[config.mk]
export PLATFORM = sky130hd
export DESIGN_NAME = regfile_sb
export DESIGN_NICKNAME = d
export VERILOG_FILES = /design/src/rtl/regfile_sb.sv
export SDC_FILE = /design/constraint.sdc
export NUM_CORES = 2
export LEC_CHECK = 0
export ABC_AREA = 0
export CORE_ASPECT_RATIO = 1.1
export CORE_UTILIZATION = 57
export DETAILED_ROUTE_END_ITERATION = 10
export PLACE_DENSITY_LB_ADDON = 0.08
export SLEW_MARGIN = 20
export SYNTH_ARGS = -nofsm -noshare
export SYNTH_HDL_FRONTEND = slang
export SYNTH_HIERARCHICAL = 1
export SYNTH_SLANG_ARGS = --single-unit
[constraint.sdc]
create_clock -name clk -period 36.7 [get_ports clk]
set_input_delay 7.34 -clock clk [delete_from_list [all_inputs] [get_ports clk]]
set_output_delay 7.34 -clock clk [all_outputs]
set_load 0.01 [all_outputs]
[src/rtl/regfile_sb.sv]
// regfile_sb: parameterized register file with an issue/write-back scoreboard,
// optional write-to-read forwarding and a sequential soft-clear engine.

// One read lane: address-0 masking, forwarding mux and pending masking.
module regfile_sb_rd #(
  parameter int XLEN   = 32,
  parameter int AW     = 5,
  parameter int BYPASS = 1
) (
  input  logic            rst,
  input  logic            fwd_en,   // write-back live this cycle and block IDLE
  input  logic [AW-1:0]   addr,
  input  logic [XLEN-1:0] stored,
  input  logic            stored_pend,
  input  logic [AW-1:0]   wb_addr,
  input  logic [XLEN-1:0] wb_data,
  output logic [XLEN-1:0] data,
  output logic            pend
);
  logic fwd;

  // Forward only a real write to a non-zero address; reset forces zeros out.
  always_comb begin
    fwd  = (BYPASS != 0) && fwd_en && (wb_addr == addr) && (addr != '0);
    data = stored;
    pend = stored_pend;
    if (rst || addr == '0) begin
      data = '0;
      pend = 1'b0;
    end else if (fwd) begin
      data = wb_data;
      pend = 1'b0;
    end
  end
endmodule

module regfile_sb #(
  parameter  int XLEN   = 32,
  parameter  int NREG   = 32,
  parameter  int NRD    = 2,
  parameter  int BYPASS = 1,
  localparam int AW     = $clog2(NREG)
) (
  input  logic                clk,
  input  logic                rst,
  input  logic [NRD*AW-1:0]   rs_addr,
  output logic [NRD*XLEN-1:0] rs_data,
  output logic [NRD-1:0]      rs_pending,
  input  logic                wb_en,
  input  logic [AW-1:0]       wb_addr,
  input  logic [XLEN-1:0]     wb_data,
  input  logic                iss_en,
  input  logic [AW-1:0]       iss_addr,
  input  logic                clr_req,
  output logic                clr_busy
);
  localparam logic [0:0] ST_IDLE  = 1'b0;
  localparam logic [0:0] ST_CLEAR = 1'b1;

  logic [NREG-1:0][XLEN-1:0] regs_q, regs_d;
  logic [NREG-1:0]           pend_q, pend_d;
  logic [0:0]                state_q, state_d;
  logic [AW-1:0]             cnt_q, cnt_d;
  logic                      idle;

  assign idle     = (state_q == ST_IDLE);
  assign clr_busy = (state_q == ST_CLEAR);

  // Next-state: writes/issues only in IDLE; CLEAR walks one register per edge.
  always_comb begin
    regs_d  = regs_q;
    pend_d  = pend_q;
    state_d = state_q;
    cnt_d   = cnt_q;
    if (idle) begin
      if (wb_en && wb_addr != '0) begin
        regs_d[wb_addr] = wb_data;
        pend_d[wb_addr] = 1'b0;
      end
      // Issue after write-back so a same-address collision stays pending.
      if (iss_en && iss_addr != '0)
        pend_d[iss_addr] = 1'b1;
      if (clr_req) begin
        state_d = ST_CLEAR;
        cnt_d   = AW'(1);
      end
    end else begin
      regs_d[cnt_q] = '0;
      pend_d[cnt_q] = 1'b0;
      if (cnt_q == AW'(NREG - 1)) begin
        state_d = ST_IDLE;
        cnt_d   = '0;
      end else begin
        cnt_d = cnt_q + 1'b1;
      end
    end
    regs_d[0] = '0;
    pend_d[0] = 1'b0;
  end

  // State registers; reset clears everything without waiting for a clock.
  always_ff @(posedge clk or posedge rst) begin
    if (rst) begin
      regs_q  <= '0;
      pend_q  <= '0;
      state_q <= ST_IDLE;
      cnt_q   <= '0;
    end else begin
      regs_q  <= regs_d;
      pend_q  <= pend_d;
      state_q <= state_d;
      cnt_q   <= cnt_d;
    end
  end

  logic fwd_en;
  assign fwd_en = wb_en && idle && !rst;

  // One read lane per port.
  for (genvar i = 0; i < NRD; i++) begin : g_rd
    logic [AW-1:0] a;
    assign a = rs_addr[i*AW +: AW];
    regfile_sb_rd #(.XLEN(XLEN), .AW(AW), .BYPASS(BYPASS)) u_rd (
      .rst         (rst),
      .fwd_en      (fwd_en),
      .addr        (a),
      .stored      (regs_q[a]),
      .stored_pend (pend_q[a]),
      .wb_addr     (wb_addr),
      .wb_data     (wb_data),
      .data        (rs_data[i*XLEN +: XLEN]),
      .pend        (rs_pending[i])
    );
  end
endmodule

Word-level counts from Yosys, hierarchy flattened. Cells that the tools add are included.

Register bits after elaboration: 1029. Logic and storage cells: 115.

$add $sub $neg: 1. $lt $le $gt $ge: 8. Equal/unequal tests: 3. Mux-type cells: 39. Bitwise logic cells: 8. Reduce and logical (&&, ||, !) cells: 22.

Operator list (number): 1024-bit two-way mux (2); 1024-bit AND (1); 1024-bit bitwise mux (1); 1024-bit inverter (1); 32-bit two-way mux (12); 32-bit binary-select mux with 5-bit select (2); 32-bit demux with 5-bit select (2); 32-bit AND (2); 32-bit inverter (2); 32-bit OR (1); 5-bit by 6-bit less-than comparator with 1-bit output (second input constant) (5); 5-bit nonzero test (4); 1-bit demux with 5-bit select (3); 5-bit by 1-bit >= comparator with 1-bit output (second input constant) (3); 5-bit two-way mux (3); 1-bit two-way mux (12); 1-bit logical AND (11); 1-bit binary-select mux with 5-bit select (2); 5-bit equality test (2); 5-bit logical NOT (2); 5-bit by 1-bit adder with 5-bit output (second input constant) (1); 5-bit equality test (second input constant) (1); 2-bit nonzero test (2); 1-bit logical OR (2); other kinds (2) (2).

Longest topological paths before layout.
Depth in word-level cells: 11. Gate-level depth with buffers: 11. Mapped depth without buffers: 7.

Cells and area by module. Netlist, hierarchy kept.

By module, submodules not included: regfile_sb (instances 1, cells each 5015, area each 54601.1 µm²); regfile_sb_rd (instances 2, cells each 126, area each 788.3 µm²).

Worst setup path after synthesis. Ideal clock, no wire load.

Kind: input-to-output. Start point: input port rs_addr[0]. End point: output port rs_data[1]. Arrival time: 8.882 ns. Required time: 29.360 ns. Path slack: 20.478 ns. Cell stages on the path: 9. Path buffers: 2. Cells stage by stage: buf_2 buf_2 mux4_2 nor2b_1 nor3_1 a31oi_1 nand3_1 nand2_1 o21ai_0.

Word-level cells in the longest chain between the ends: 5. Elaborated cells on any way between the ends: 10.

RTL lines: from (decl) (RTL line 46) `input logic [NRD*AW-1:0] rs_addr,`; branches (longest 4 deep; another with 32-bit binary-select mux with 5-bit select); 32-bit two-way mux * (RTL line 27) `if (rst || addr == '0) begin`; to (decl) (RTL line 47) `output logic [NRD*XLEN-1:0] rs_data,`.

Every way passes the cells marked *. The select of a mux whose other input is x is not followed.

Worst setup path in the final report.
Start point: input port rs_addr[0]. End point: output port rs_data[11].

The elaborated chain is that of the path after synthesis.

==> metrics.md <==
| Metric | Value |
|---|---|
| Clock insertion delay at the later pin of the skew report | `approximately 0.74 ns` |
| Most frequent cells in the layout | `dfrtp_1 (1028), mux2i_1 (792), a22o_1 (772)` |
| Die height | `roughly 330 um` |
| Final wirelength | `231000 um` |
| Number of antenna violations at the first check in global routing | `7` |
| Setup CP Type | `in -> out` |
| Peak VDD IR | `0.0441 mV` |
| Finished Layout Cells | `6429` |
| R2R cell count | `7` |
| Syn Nets | `about 5300` |
| Design area | `about 62000 um2` |
| Root Buffer | `clkbuf_16` |
| Max Cap Viol | `0` |
| Count of cells resized by post-cts repair | `0` |
| Setup WS post-layout | `~17 ns` |
| R2R setup slack | `roughly 33 ns` |
| Buffers on Ports | `~120` |
| Relative slew margins | `0.000609` |
| Setup violations, final | `0` |
| CP required | `between 20 and 30 ns` |
| Synthesis Warnings | `6` |
| Post-Syn Instances | `~5300` |
| Unrepaired setup endpoints after global routing | `no` |
| Hold depth | `2` |
| Row Count | `120` |
| Initial drt markers | `between 6000 and 7000` |
| Via count | `49100` |
| Share of cells above drive strength 1 | `0.120` |
| RePlAce Congestion | `around 0.89` |
| Htree depth | `3` |
| Clk sinks | `roughly 1000` |
| Worst clock skew | `roughly 0.022 ns` |
| EDFF count, synth | `0` |
| Post-route ant nets | `0` |
| Hold buffer count at cts | `0` |
| Period utilization | `0.532` |
| Filler cells | `7796` |
| Hold Path Origin | `regs_q[100]$_DFFE_PP0P_` |
| Hold Path Sink | `regs_q[100]$_DFFE_PP0P_` |
| Vias in the first global route | `a little under 50000` |
| Syn_area_per_cell | `10.7 um2` |
| Violated checks | `design-rule violations` |
| Total power | `~3.3 mW` |
| Starting Density | `0.577` |
| Post-Syn Area | `~56000 um2` |
| Cell Pwr Density | `approximately 53 nW/um2` |
| Ys async rst share | `1.00` |
| Clock Pin Slew Worst Setup and Hold Paths | `~0.06 ns` |
| #FFs+latches synth | `about 1000` |
| Drt wl/cell | `about 36 um` |
| Storage cell area | `25800 um2` |
| Synth cell types | `60` |
| Setup Fix Bufs, Post-CTS | `0` |
| Die area | `between 90000 and 100000 um2` |
| Fin. max-slew vios | `0` |
| Data arrival time of the worst path | `12.18 ns` |
| Area of the core | `97400 um2` |
| Worst Setup SP | `rs_addr[0]` |
| Worst slack at placement | `around 18 ns` |
| First-pass GRT wire length | `about 330000 um` |
| Commonest non-fill, non-tap cell in the layout | `dfrtp_1` |
| FMAX | `0.0512 GHz` |
| Final Net Count | `about 5000` |
| Status | `finished, violations left` |
| Max Buffers Root-to-Sink | `3` |
| TritonCTS clock tree | `done` |
| Worst R2R Start | `clr_busy$_DFF_PP0_` |
| Footprint of the multi-input gates | `around 28000 um2` |
| TNS Setup | `0 ns` |
| IO Pins | `124` |
| Final Hold Fails | `0` |
| CTS Buf Count | `~110` |
| DP Cell Count | `6221` |
| Post-DP HPWL | `between 100000 and 150000 um` |
| Die width | `301 um` |
| Post-synthesis sequential area ratio | `0.458` |
| Largest net degree at the start of global routing | `174` |
| Reg2Reg Capture Point | `pend_q[17]$_DFF_PP0_` |
| Vias per inst | `approximately 7.6` |
| Crit. End Element | `primary output` |
| GRT Total Usage | `0.458` |
| Cell Area, Placed | `approximately 58000 um2` |
| Global route overflow | `0` |
| Synth Flop Type | `dfrtp_1` |
| Crit path max fanout | `55` |
| Crit path time final | `between 15 and 20 ns` |
| Worst Tran Pin Value | `between 1 and 1.5 ns` |
| Leak Pwr | `between 20 and 30 nW` |
| CP Launch Type | `input port` |
| DRC errors left | `28` |
| Hold Path Class | `reg -> reg` |
| Drt first pass iters | `10` |
| Area growth, synth to finish | `10.4%` |
-- flip-flops by register name, summed over array words and instances, names as in the netlist --
signal	count
clr_busy	1
cnt_q	5
pend_q	31
regs_q	992
-- metrics by stage --
stage                util  hold slack (ns)
CTS                 0.636            0.502
global placement    0.596            0.474
detailed placement  0.597            0.489
global route        0.636            0.521
floorplan               -            0.460
finish              0.637            0.504
-- logic make-up after synthesis --
logic type,count (synthesis),synth area share
AND/OR/NAND/NOR,1041,0.0879
flip-flops,1029,0.458
adder cells (fa/ha/maj),5,0.00111
buffers and inverters,601,0.0472
AO/OA/AOI/OAI,1657,0.223
XOR/XNOR,10,0.00156
multiplexers,924,0.181
-- layer usage --
metal  GRT usage  share of wire  up-vias
met5           0        0.00018        -
met4       0.330          0.083        6
met3       0.137           0.13     1119
met2       0.663           0.43     3900
met1       0.582           0.36    24500
li1            -              -    19500
-- final cells by class --
class	instances	area share
Sequential cell	1029	0.415
Tap cell	1281	0.0258
Timing Repair Buffer	268	0.0387
Inverter	6	0.000484
Multi-Input combinational cell	3637	0.457
Antenna cell	3	0.000121
Clock inverter	53	0.0106
Clock buffer	152	0.0518
-- power breakdown --
group / switching, mW / internal (mW)
Sequential: 0.130 / 1.28
Clock: 0.507 / 0.698
Combinational: 0.424 / 0.265
-- Yosys cell counts (4+ instances only) --
library cell  instances  share of area
a21oi_1             147          0.013
a221oi_1             66          0.010
a22o_1              772           0.12
a22oi_1             264          0.035
a31oi_1              72         0.0080
and2_1                6        0.00067
and3_1                6        0.00067
buf_1                48         0.0032
buf_2               172          0.015
buf_4                20         0.0027
buf_6                14         0.0028
clkbuf_1            341          0.023
dfrtp_1            1029           0.46
ha_1                  5         0.0011
inv_1                 5        0.00033
mux2_2               66          0.013
mux2i_1             792           0.14
mux4_2               66          0.026
nand2_1             495          0.033
nand2b_1              6        0.00067
nand3_1             203          0.018
nand3b_1              7        0.00094
nand4_1              65         0.0072
nor2_1               33         0.0022
nor2_2                4        0.00045
nor2b_1             109          0.012
nor3_1               74         0.0066
nor3b_1               6        0.00080
o21ai_0             196          0.017
o21ai_1              54         0.0048
o21ai_2              58         0.0090
o22a_1                4        0.00062
o2bb2ai_1             9         0.0014
or3_1                 4        0.00045
xnor2_1               6        0.00094
xor2_1                4        0.00062
-- worst max-delay path by stage --
stage / slack [ns] / depth (start not counted) / to
4_1_cts: 17.55 / 10 / rs_data[11]
2_1_floorplan: 0.40 / 1 / clr_busy$_DFF_PP0_
6_report: 17.18 / 10 / rs_data[11]
3_5_place_dp: 17.54 / 10 / rs_data[11]
5_1_grt: 17.14 / 10 / rs_data[11]
3_3_place_gp: 17.54 / 10 / rs_data[11]
-- critical path: stages --
cell and delay, ns:
buf_4 0.62, buf_4 0.78, and2_4 0.86, buf_4 0.87
a22oi_1 0.21, a31oi_1 0.21, nand3_1 0.39, nand2_1 0.20
o21ai_2 0.06, clkdlybuf4s50_1 0.50
No activity file was read; power rests on OpenSTA's default activity.
